==> src/rtl/playseq_uc.sv <==
// Control unit for the memory-sequence game: show a growing sequence, then check plays.
// Optional play timer path enabled by defining PLAYSEQ_UC_TIMEOUT_EN.
module playseq_uc (
    input  logic       clock,
    input  logic       reset,
    input  logic       jogar,
    input  logic       fimS,
    input  logic       enderecoIgualSequencia,
    input  logic       chavesIgualMemoria,
    input  logic       tem_jogada,
    input  logic       fimM,
    input  logic       fimT,
    output logic       zeraE,
    output logic       contaE,
    output logic       zeraS,
    output logic       contaS,
    output logic       zeraR,
    output logic       registraR,
    output logic       zeraM,
    output logic       contaM,
    output logic       zeraT,
    output logic       contaT,
    output logic       mostra_leds,
    output logic       ganhou,
    output logic       perdeu,
    output logic       timeout,
    output logic       pronto,
    output logic [3:0] db_estado
);

`ifdef PLAYSEQ_UC_TIMEOUT_EN
    localparam logic TO_EN = 1'b1;
`else
    localparam logic TO_EN = 1'b0;
`endif

    typedef enum logic [3:0] {
        INICIAL     = 4'h0,
        PREPARA     = 4'h1,
        MOSTRA      = 4'h2,
        MOSTRA_PROX = 4'h3,
        ESPERA      = 4'h4,
        REGISTRA    = 4'h5,
        COMPARA     = 4'h6,
        PROX_JOGADA = 4'h7,
        PROX_RODADA = 4'h8,
        GANHOU      = 4'hA,
        TIMEOUT     = 4'hD,
        PERDEU      = 4'hE
    } state_t;

    state_t state;
    state_t next;

    // State register; reset wins over every other input.
    always_ff @(posedge clock) begin
        if (reset) begin
            state <= INICIAL;
        end else begin
            state <= next;
        end
    end

    // Next-state selection and control decode of the current state.
    always_comb begin
        next        = state;
        zeraE       = 1'b0;
        contaE      = 1'b0;
        zeraS       = 1'b0;
        contaS      = 1'b0;
        zeraR       = 1'b0;
        registraR   = 1'b0;
        zeraM       = 1'b0;
        contaM      = 1'b0;
        zeraT       = 1'b0;
        contaT      = 1'b0;
        mostra_leds = 1'b0;
        ganhou      = 1'b0;
        perdeu      = 1'b0;
        timeout     = 1'b0;
        pronto      = 1'b0;
        unique case (state)
            INICIAL: begin
                if (jogar) begin
                    next = PREPARA;
                end
            end
            PREPARA: begin
                zeraE = 1'b1;
                zeraS = 1'b1;
                zeraR = 1'b1;
                zeraM = 1'b1;
                zeraT = TO_EN;
                next  = MOSTRA;
            end
            MOSTRA: begin
                mostra_leds = 1'b1;
                contaM      = 1'b1;
                if (fimM) begin
                    next = MOSTRA_PROX;
                end
            end
            MOSTRA_PROX: begin
                zeraM = 1'b1;
                // last item shown: rewind address for the play phase
                if (enderecoIgualSequencia) begin
                    zeraE = 1'b1;
                    zeraT = TO_EN;
                    next  = ESPERA;
                end else begin
                    contaE = 1'b1;
                    next   = MOSTRA;
                end
            end
            ESPERA: begin
                contaT = TO_EN;
                // a press in the same cycle as expiry still counts
                if (tem_jogada) begin
                    next = REGISTRA;
                end else if (fimT && TO_EN) begin
                    next = TIMEOUT;
                end
            end
            REGISTRA: begin
                registraR = 1'b1;
                zeraT     = TO_EN;
                next      = COMPARA;
            end
            COMPARA: begin
                if (!chavesIgualMemoria) begin
                    next = PERDEU;
                end else if (!enderecoIgualSequencia) begin
                    next = PROX_JOGADA;
                end else if (fimS) begin
                    next = GANHOU;
                end else begin
                    next = PROX_RODADA;
                end
            end
            PROX_JOGADA: begin
                contaE = 1'b1;
                next   = ESPERA;
            end
            PROX_RODADA: begin
                contaS = 1'b1;
                zeraE  = 1'b1;
                zeraM  = 1'b1;
                next   = MOSTRA;
            end
            GANHOU: begin
                ganhou = 1'b1;
                pronto = 1'b1;
                if (jogar) begin
                    next = PREPARA;
                end
            end
            PERDEU: begin
                perdeu = 1'b1;
                pronto = 1'b1;
                if (jogar) begin
                    next = PREPARA;
                end
            end
            TIMEOUT: begin
                timeout = TO_EN;
                pronto  = 1'b1;
                if (jogar) begin
                    next = PREPARA;
                end
            end
            default: begin
                next = INICIAL;
            end
        endcase
    end

    assign db_estado = state;

endmodule

==> config.mk <==
export PLATFORM = sky130hd
export DESIGN_NAME = playseq_uc
export DESIGN_NICKNAME = d
export VERILOG_FILES = /design/src/rtl/playseq_uc.sv
export SDC_FILE = /design/constraint.sdc
export NUM_CORES = 1
export LEC_CHECK = 0
export ABC_AREA = 0
export BUFFER_PORTS_ARGS = -buffer_cell sky130_fd_sc_hd__buf_2
export CORE_AREA = 2 2 41 46
export CTS_BUF_LIST = sky130_fd_sc_hd__clkbuf_16
export CTS_CLUSTER_DIAMETER = 30
export DETAILED_ROUTE_END_ITERATION = 8
export DIE_AREA = 0 0 43 48
export PLACE_DENSITY = 0.59
export SYNTH_ARGS = -nofsm -noshare
export SYNTH_HDL_FRONTEND = slang
export SYNTH_SLANG_ARGS = --single-unit
==> constraint.sdc <==
create_clock -name clock -period 2 [get_ports clock]
set_clock_uncertainty 0.1 [all_clocks]
set_input_delay 0.3 -clock clock [delete_from_list [all_inputs] [get_ports clock]]
set_output_delay 0.3 -clock clock [all_outputs]
set_load 0.01 [all_outputs]
==> After elaboration in Yosys (flattened, before gate mapping) <==
Index checks and enable logic that the tools add are counted.
{ "word_totals": {"ff_bits": 4} }
{ "classes": {"n_eq_ne": 14, "mux": 20, "n_reduce_logical": 6} }
{ "op_table": {"columns": ["cell", "count"], "rows": [
  ["$pmux 4 s8", 1],
  ["$mux 4", 5],
  ["$eq 4x3->1 const B", 4],
  ["$eq 4x4->1 const B", 4],
  ["$mux 1", 10],
  ["$eq 4x2->1 const B", 2],
  ["$reduce_or 3->1", 2],
  ["$eq 4x1->1 const B", 1],
  ["$logic_not 4->1", 1],
  ["$ne 2x2->1 const B", 2],
  ["$pmux 1 s2", 2],
  ["$reduce_or 4->1", 1],
  ["$mux 3", 1],
  ["$reduce_and 3->1", 1],
  ["$mux 2", 1],
  ["$ne 2x1->1 const B", 1],
  ["$reduce_or 2->1", 1]
]} }

==> Longest topological paths before layout <==
Gate-level depths: netlist of the first run.
{ "depth": {"ltp_word": 4, "depth_mapped": 6, "mapped_depth_nobuf": 4} }

==> Least setup slack after synthesis of the first run <==
OpenSTA, ideal clock, no wires.
{ "synth_path": {"path_type": "flip-flop to output port", "start": "register state[1] (netlist: db_estado[1])", "end": "output mostra_leds", "t_arrival_ps": 1497, "path_slack_ps": 103, "stages_incl_launch_ff": 5, "n_path_buf": 3, "path_cell_list": "dfxtp_1 > buf_2 > buf_2 > nor4b_1 > buf_4"} }
{ "synth_between": {"elab_chain_len": 2} }
{ "synth_rtl": {"columns": ["item", "line", "source"], "rows": [
  ["from (decl)", "52", "state_t state;"],
  ["from (signal assigned)", "60", "state <= next;"],
  ["$eq 4x2->1", null, null],
  ["$mux 1", null, null],
  ["to (decl)", "23", "output logic mostra_leds,"]
]} }
No other way between the ends.

==> Final worst setup path of the first run <==
{ "layout_path": {"start": "register state[2] (netlist: db_estado[2])", "end": "output pronto"} }
{ "layout_between": {"elab_chain_len": 3, "word_cells_on_any_way": 5} }
{ "layout_rtl": {"columns": ["item", "line", "source"], "rows": [
  ["$eq 4x4->1", "82", "unique case (state)"],
  ["$reduce_or 3->1 (no source line) *", null, null],
  ["$mux 1 *", "82", null],
  ["to (decl)", "27", "output logic pronto,"]
]} }
Mark *: on every way between the ends. The rest lies on a longest branch, timed or not.

==> metrics.md, run 1 <==
| Metric | Value |
|---|---|
| Post-CTS Hold Buffers | 0 |
| CP startpoint | db_estado[2] |
| Largest fanout on the critical path | 10 |
| Setup violators final | 0 |
| Synth Warn # | 0 |
| PwrDens | 1160 nW/um2 |
| Static leakage | 0.325 nW |
| Clk pwr share | 0.405 |
| Slew Viols, Final | 0 |
| All-Layer GR Usage | 0.121 |
| Die width | 43 um |
| Post-placement cell count | 107 |
| Worst skew pair latency | 0.22 ns |
| Port Buffer Count | 23 |
| Final Cycle Share | 0.903 |
| Hold Fails Final Rpt | 0 |
| Drt total wl | 1.30 mm |
| Hold Path Origin | reset |
| Switching share of power | 0.356 |
| Share of layout cells above drive strength 1 | 0.355 |
| WP data arrival | 1.41 ns |
| Multi-input gate area | 328 um2 |
| Total power | 0.000768 W |
| Switching power | 0.000273 W |
| Gr ovfl total | 0 |
| Worst hold path class | input pin to register |
| Reg clk slew, reported paths | 0.03 ns |
| Core box area | 1580 um2 |
| Flop pwr share | 0.196 |
| Die area | 2060 um2 |
| CP Class | register to primary output |
| Post-detail-place hpwl | 915 um |
| Data required, critical path | 1.60 ns |
| Vias in the first global route | 414 |
| Max Clk Rate | 0.554 GHz |
| Clk root buf | clkbuf_16 |
| P_int | 0.000495 W |
| Cell variety after synth | 32 |
| Clk sinks | 4 |
| Die height | 48 um |
| Reg2Reg Setup Slack | 0.41 ns |
| Postcts setup bufs | 0 |
| Synthesized cell area | 483 um2 |
| Via count | 578 |
| Setup_tns | 0 ns |
| Peak VDD IR | 942 uV |
| Final ANT Viol Nets | 0 |
| CP endpoint kind | primary output |
| Min Hold Slack | 0.180 ns |
| Initial antenna violation count | 0 |
| Max-Cap Viols | 0 |
| Residual DRC count | 0 |
| Avg Vias per Cell | 5.25 |
| Drt wl/cell | 11.8 um |
| Syn Area/Cell | 6.62 um2 |
| Worst Hold End | db_estado[3] |
| Ports | 28 |
| Combinational share of power | 0.398 |
| Final Non-Filler Cells | 110 |
| Synth-to-layout area growth | 37.3% |
| Async S/R FF share, synth | 0 |
| Post-synthesis sequential area ratio | 0.166 |
| Initial core utilization | 0.306 |
| DR pass1 iterations | 4 |
| Post-CTS sizing | 0 |
| Hold Path Depth | 2 |
| Reg2Reg Depth | 4 |
| R2r startpoint | db_estado[3] |
| DRT iter0 DRCs | 23 |
| Post-place instance area | 586 um2 |
| RSZ-0062 raised after global routing | no |
| Synth Flop Type | dfxtp_1 |
| CTS Buf Count | 3 |
| Setup crit start kind | register |
| Register area | 82.6 um2 |
| TritonCTS clock tree | built |
| Fillers | 170 |
| Row Count | 15 |
| Number of synthesized flops with an enable pin | 0 |
| Final nets | 104 |
| Antenna cells | 0 |
| First-pass GRT wire length | 1.86 mm |
| Yosys reg bits | 4 |
| Fin crit period | 1.81 ns |
| CTS max path bufs | 2 |
| Max reg flops | 4 |
| Largest net degree at the start of global routing | 18 |
| Final instance area | 663 um2 |
| H-tree depth | 1 |
| Cells after synthesis | 73 |
| Status | completed |
| RePlAce Congestion | 0.798 |
| R2r endpoint | db_estado[0] |
worst max path at each step:
stage	to	slack, ns
finish	pronto	0.19
global route	pronto	0.06
CTS	pronto	0.12
global placement	pronto	0.37
floorplan	mostra_leds	0.10
detailed placement	pronto	0.36
cells in the final DEF (no fill, tap or decap), types with 2 or more instances in the layout:
cell,Yosys,layout
buf_2,6,23
nor2_1,9,9
nor3_1,7,7
a21oi_1,6,6
nand2_1,4,4
buf_4,5,4
conb_1,1,3
clkbuf_16,0,3
inv_1,2,2
mux2i_1,2,2
nor3b_1,2,2
nor2b_1,2,2
or3_1,2,2
o211ai_1,2,2
or3b_1,2,2
dfxtp_2,0,2
dfxtp_1,4,2
Yosys cell counts (2+ instances only):
| library cell | instances | area share |
|---|---|---|
| nor3b_1 | 2 | 0.031 |
| o211ai_1 | 2 | 0.031 |
| nand2_1 | 4 | 0.031 |
| nor3_1 | 7 | 0.073 |
| nor2b_1 | 2 | 0.026 |
| nor2_1 | 9 | 0.070 |
| buf_2 | 6 | 0.062 |
| inv_1 | 2 | 0.016 |
| dfxtp_1 | 4 | 0.17 |
| or3b_1 | 2 | 0.036 |
| a21oi_1 | 6 | 0.062 |
| mux2i_1 | 2 | 0.041 |
| or3_1 | 2 | 0.026 |
| buf_4 | 5 | 0.078 |
through the flow:
step                      setup WS [ns]  utilization
after global placement            0.367        0.371
after CTS                         0.125        0.419
final                             0.194        0.421
after floorplan                   0.103            -
after detailed placement          0.363        0.371
after global routing             0.0568        0.421
per-layer routing:
metal	track usage	vias up	routed length, um
li1	-	292	-
met1	0.183	251	549
met2	0.158	33	606
met3	0.00755	2	119
met4	0.0909	0	24
met5	0	-	0
cell type report:
cell class / count / area share
Sequential cell: 4 / 0.125
Timing Repair Buffer: 27 / 0.219
Tap cell: 17 / 0.0321
Inverter: 3 / 0.0170
Multi-Input combinational cell: 56 / 0.494
Clock buffer: 3 / 0.113
critical path, stage by stage (launching register included):
cell     delay [ns]
dfxtp_1        0.50
buf_4          0.23
nand2_1        0.09
mux2i_1        0.12
and2_1         0.13
buf_2          0.12
power by group through the flow:
stage / Sequential, W / Clock [W] / Combinational [W]
floorplan: 0.000113 / 0 / 0.000259
global placement: 0.000146 / 0 / 0.000304
detailed placement: 0.000146 / 0 / 0.000305
CTS: 0.000145 / 0.000316 / 0.000307
global route: 0.000157 / 0.000319 / 0.000346
finish: 0.000151 / 0.000311 / 0.000306
cell families (layout without fill, tap and decap cells):
logic type	after synthesis	in the layout	synth area share
xor gates and xnor gates	1	1	0.0181
DFF	4	4	0.166
AOI/OAI and AO/OA	15	15	0.210
muxes	2	2	0.0415
other	1	3	0.00776
and+or+nand+nor	35	35	0.386
buffers and inverters	15	33	0.171
(Power assumes the default switching activity.)
==> run 2: changes to the inputs <==
- CTS_BUF_LIST: sky130_fd_sc_hd__clkbuf_16 -> sky130_fd_sc_hd__clkbuf_4 sky130_fd_sc_hd__clkbuf_8
- CTS_CLUSTER_SIZE: unset -> 40
- HOLD_SLACK_MARGIN: unset -> 0.06
==> run 2 against run 1 <==
Net effect:
- cell area decreased by 7.9%
- combinational power barely moved
- core utilization down 3.3 points
- critical path type unchanged
==> metrics.md, run 2 (synthesis gave the netlist of run 1 again) <==
| Metric | Value |
|---|---|
| Final instance area | 611 um2 |
| Setup_tns | 0 ns |
| Final Cycle Share | 0.912 |
| WP data arrival | 1.42 ns |
| Delay-heaviest family, CP | flip-flops |
| Drt total wl | 1.30 mm |
| Max incr delay on CP | 0.50 ns |
| Postcts setup bufs | 0 |
| Fillers | 175 |
| Die height | 48 um |
| Vias in the first global route | 414 |
| R2r endpoint | db_estado[0] |
| Min Hold Slack | 0.167 ns |
| Fin crit period | 1.82 ns |
| Max-Cap Viols | 0 |
| Slew Viols, Final | 0 |
| R2r startpoint | db_estado[3] |
| Reg2Reg Depth | 4 |
| Clk sinks | 4 |
| Avg Vias per Cell | 5.19 |
| Initial core utilization | 0.306 |
| CP Class | register to primary output |
| Peak VDD IR | 469 uV |
| Ports | 28 |
| CTS Buf Count | 3 |
| All-Layer GR Usage | 0.122 |
| Largest net degree at the start of global routing | 18 |
| Worst-path cell chain | buf_4 > nand2_1 > mux2i_1 > and2_1 > buf_2 |
| Port Buffer Count | 23 |
| Clk root buf | clkbuf_4 |
| Max Clk Rate | 0.548 GHz |
| Drt wl/cell | 11.8 um |
| Setup violators final | 0 |
| Core box area | 1580 um2 |
| Setup WS post-layout | 0.176 ns |
| Share of layout cells above drive strength 1 | 0.355 |
| Setup crit start kind | register |
| CP endpoint kind | primary output |
| Antenna cells | 0 |
| Total power | 0.000561 W |
| Largest fanout on the critical path | 10 |
| RePlAce Congestion | 0.798 |
| Hold Fails Final Rpt | 0 |
| Critical path's slowest cell | dfxtp_1 |
| Pre-CTS setup slack | 0.363 ns |
| Final nets | 104 |
| Gr ovfl total | 0 |
| CP startpoint | db_estado[2] |
| Row Count | 15 |
| RSZ-0062 raised after global routing | no |
| Static leakage | 0.302 nW |
| Post-place instance area | 586 um2 |
| Worst hold path class | input pin to register |
| Reg clk slew, reported paths | 0.04 ns |
| Worst skew pair latency | 0.24 ns |
| Synth-to-layout area growth | 26.4% |
| Most frequent cells in the layout | 23 x buf_2, 9 x nor2_1, 7 x nor3_1 |
| TritonCTS clock tree | built |
| Worst Path Buf+Inv | 2 |
| Data required, critical path | 1.60 ns |
| Max reg flops | 4 |
| Die area | 2060 um2 |
| First-pass GRT wire length | 1.86 mm |
| Die width | 43 um |
| Most common cell after layout, fill and taps aside | buf_2 |
| Status | completed |
| PwrDens | 918 nW/um2 |
| Reg2Reg Setup Slack | 0.41 ns |
| CTS max path bufs | 2 |
| Final ANT Viol Nets | 0 |
| Hold Path Origin | reset |
| DRT iter0 DRCs | 19 |
| H-tree depth | 1 |
| Hold Path Depth | 2 |
| Initial antenna violation count | 0 |
| Residual DRC count | 0 |
| DR pass1 iterations | 4 |
| Post-detail-place hpwl | 915 um |
| Via count | 571 |
| Worst Hold End | db_estado[3] |
==> run 2: cell count changes in the layout (fill, tap and decap cells not counted) <==
cell       before  now
clkbuf_16       3    0
clkbuf_4        0    3
==> run 2: worst max path at each step <==
stage | end | cells after the start
floorplan | mostra_leds | 4
global placement | pronto | 4
detailed placement | pronto | 4
CTS | pronto | 4
global route | pronto | 5
finish | pronto | 5
==> run 2: worst register-to-register path, delay by kind of cell, from the launching register on <==
family           cells  cell delay (ns)
AO/OA/AOI/OAI        2             0.60
flip-flops           1             0.50
AND/OR/NAND/NOR      2             0.27
==> run 2: area by class of cell <==
type | count | area (um2) | area share
Multi-Input combinational cell | 56 | 328 | 0.537
Sequential cell | 4 | 82.6 | 0.135
Tap cell | 17 | 21.3 | 0.0348
Inverter | 3 | 11.3 | 0.0184
Timing Repair Buffer | 27 | 145 | 0.238
Clock buffer | 3 | 22.5 | 0.0369
==> run 2: report_power, final <==
| group | internal (W) | switching (W) |
|---|---|---|
| combinational | 0.000140 | 0.000167 |
| sequential | 0.0000995 | 0.0000514 |
| clock | 0.0000673 | 0.0000357 |
==> run 2: per-stage QoR <==
step,utilization,cells
finish,0.387,110
global route,0.387,110
global placement,0.371,107
CTS,0.386,110
detailed placement,0.371,107
floorplan,-,75
==> run 2: timing repair <==
item | in CTS | in global routing
hold buffers | 0 | 0
hold endpoints to repair | 0 | 0
endpoints found under the setup margin | 0 | 3
gates resized for setup | 0 | 2
==> run 2: routing by layer <==
metal | vias up | GRT usage | share of wire
li1 | 291 | - | -
met2 | 26 | 0.148 | 0.47
met5 | - | 0 | 0
met4 | 0 | 0.0909 | 0
met1 | 254 | 0.184 | 0.46
met3 | 0 | 0.0189 | 0.076
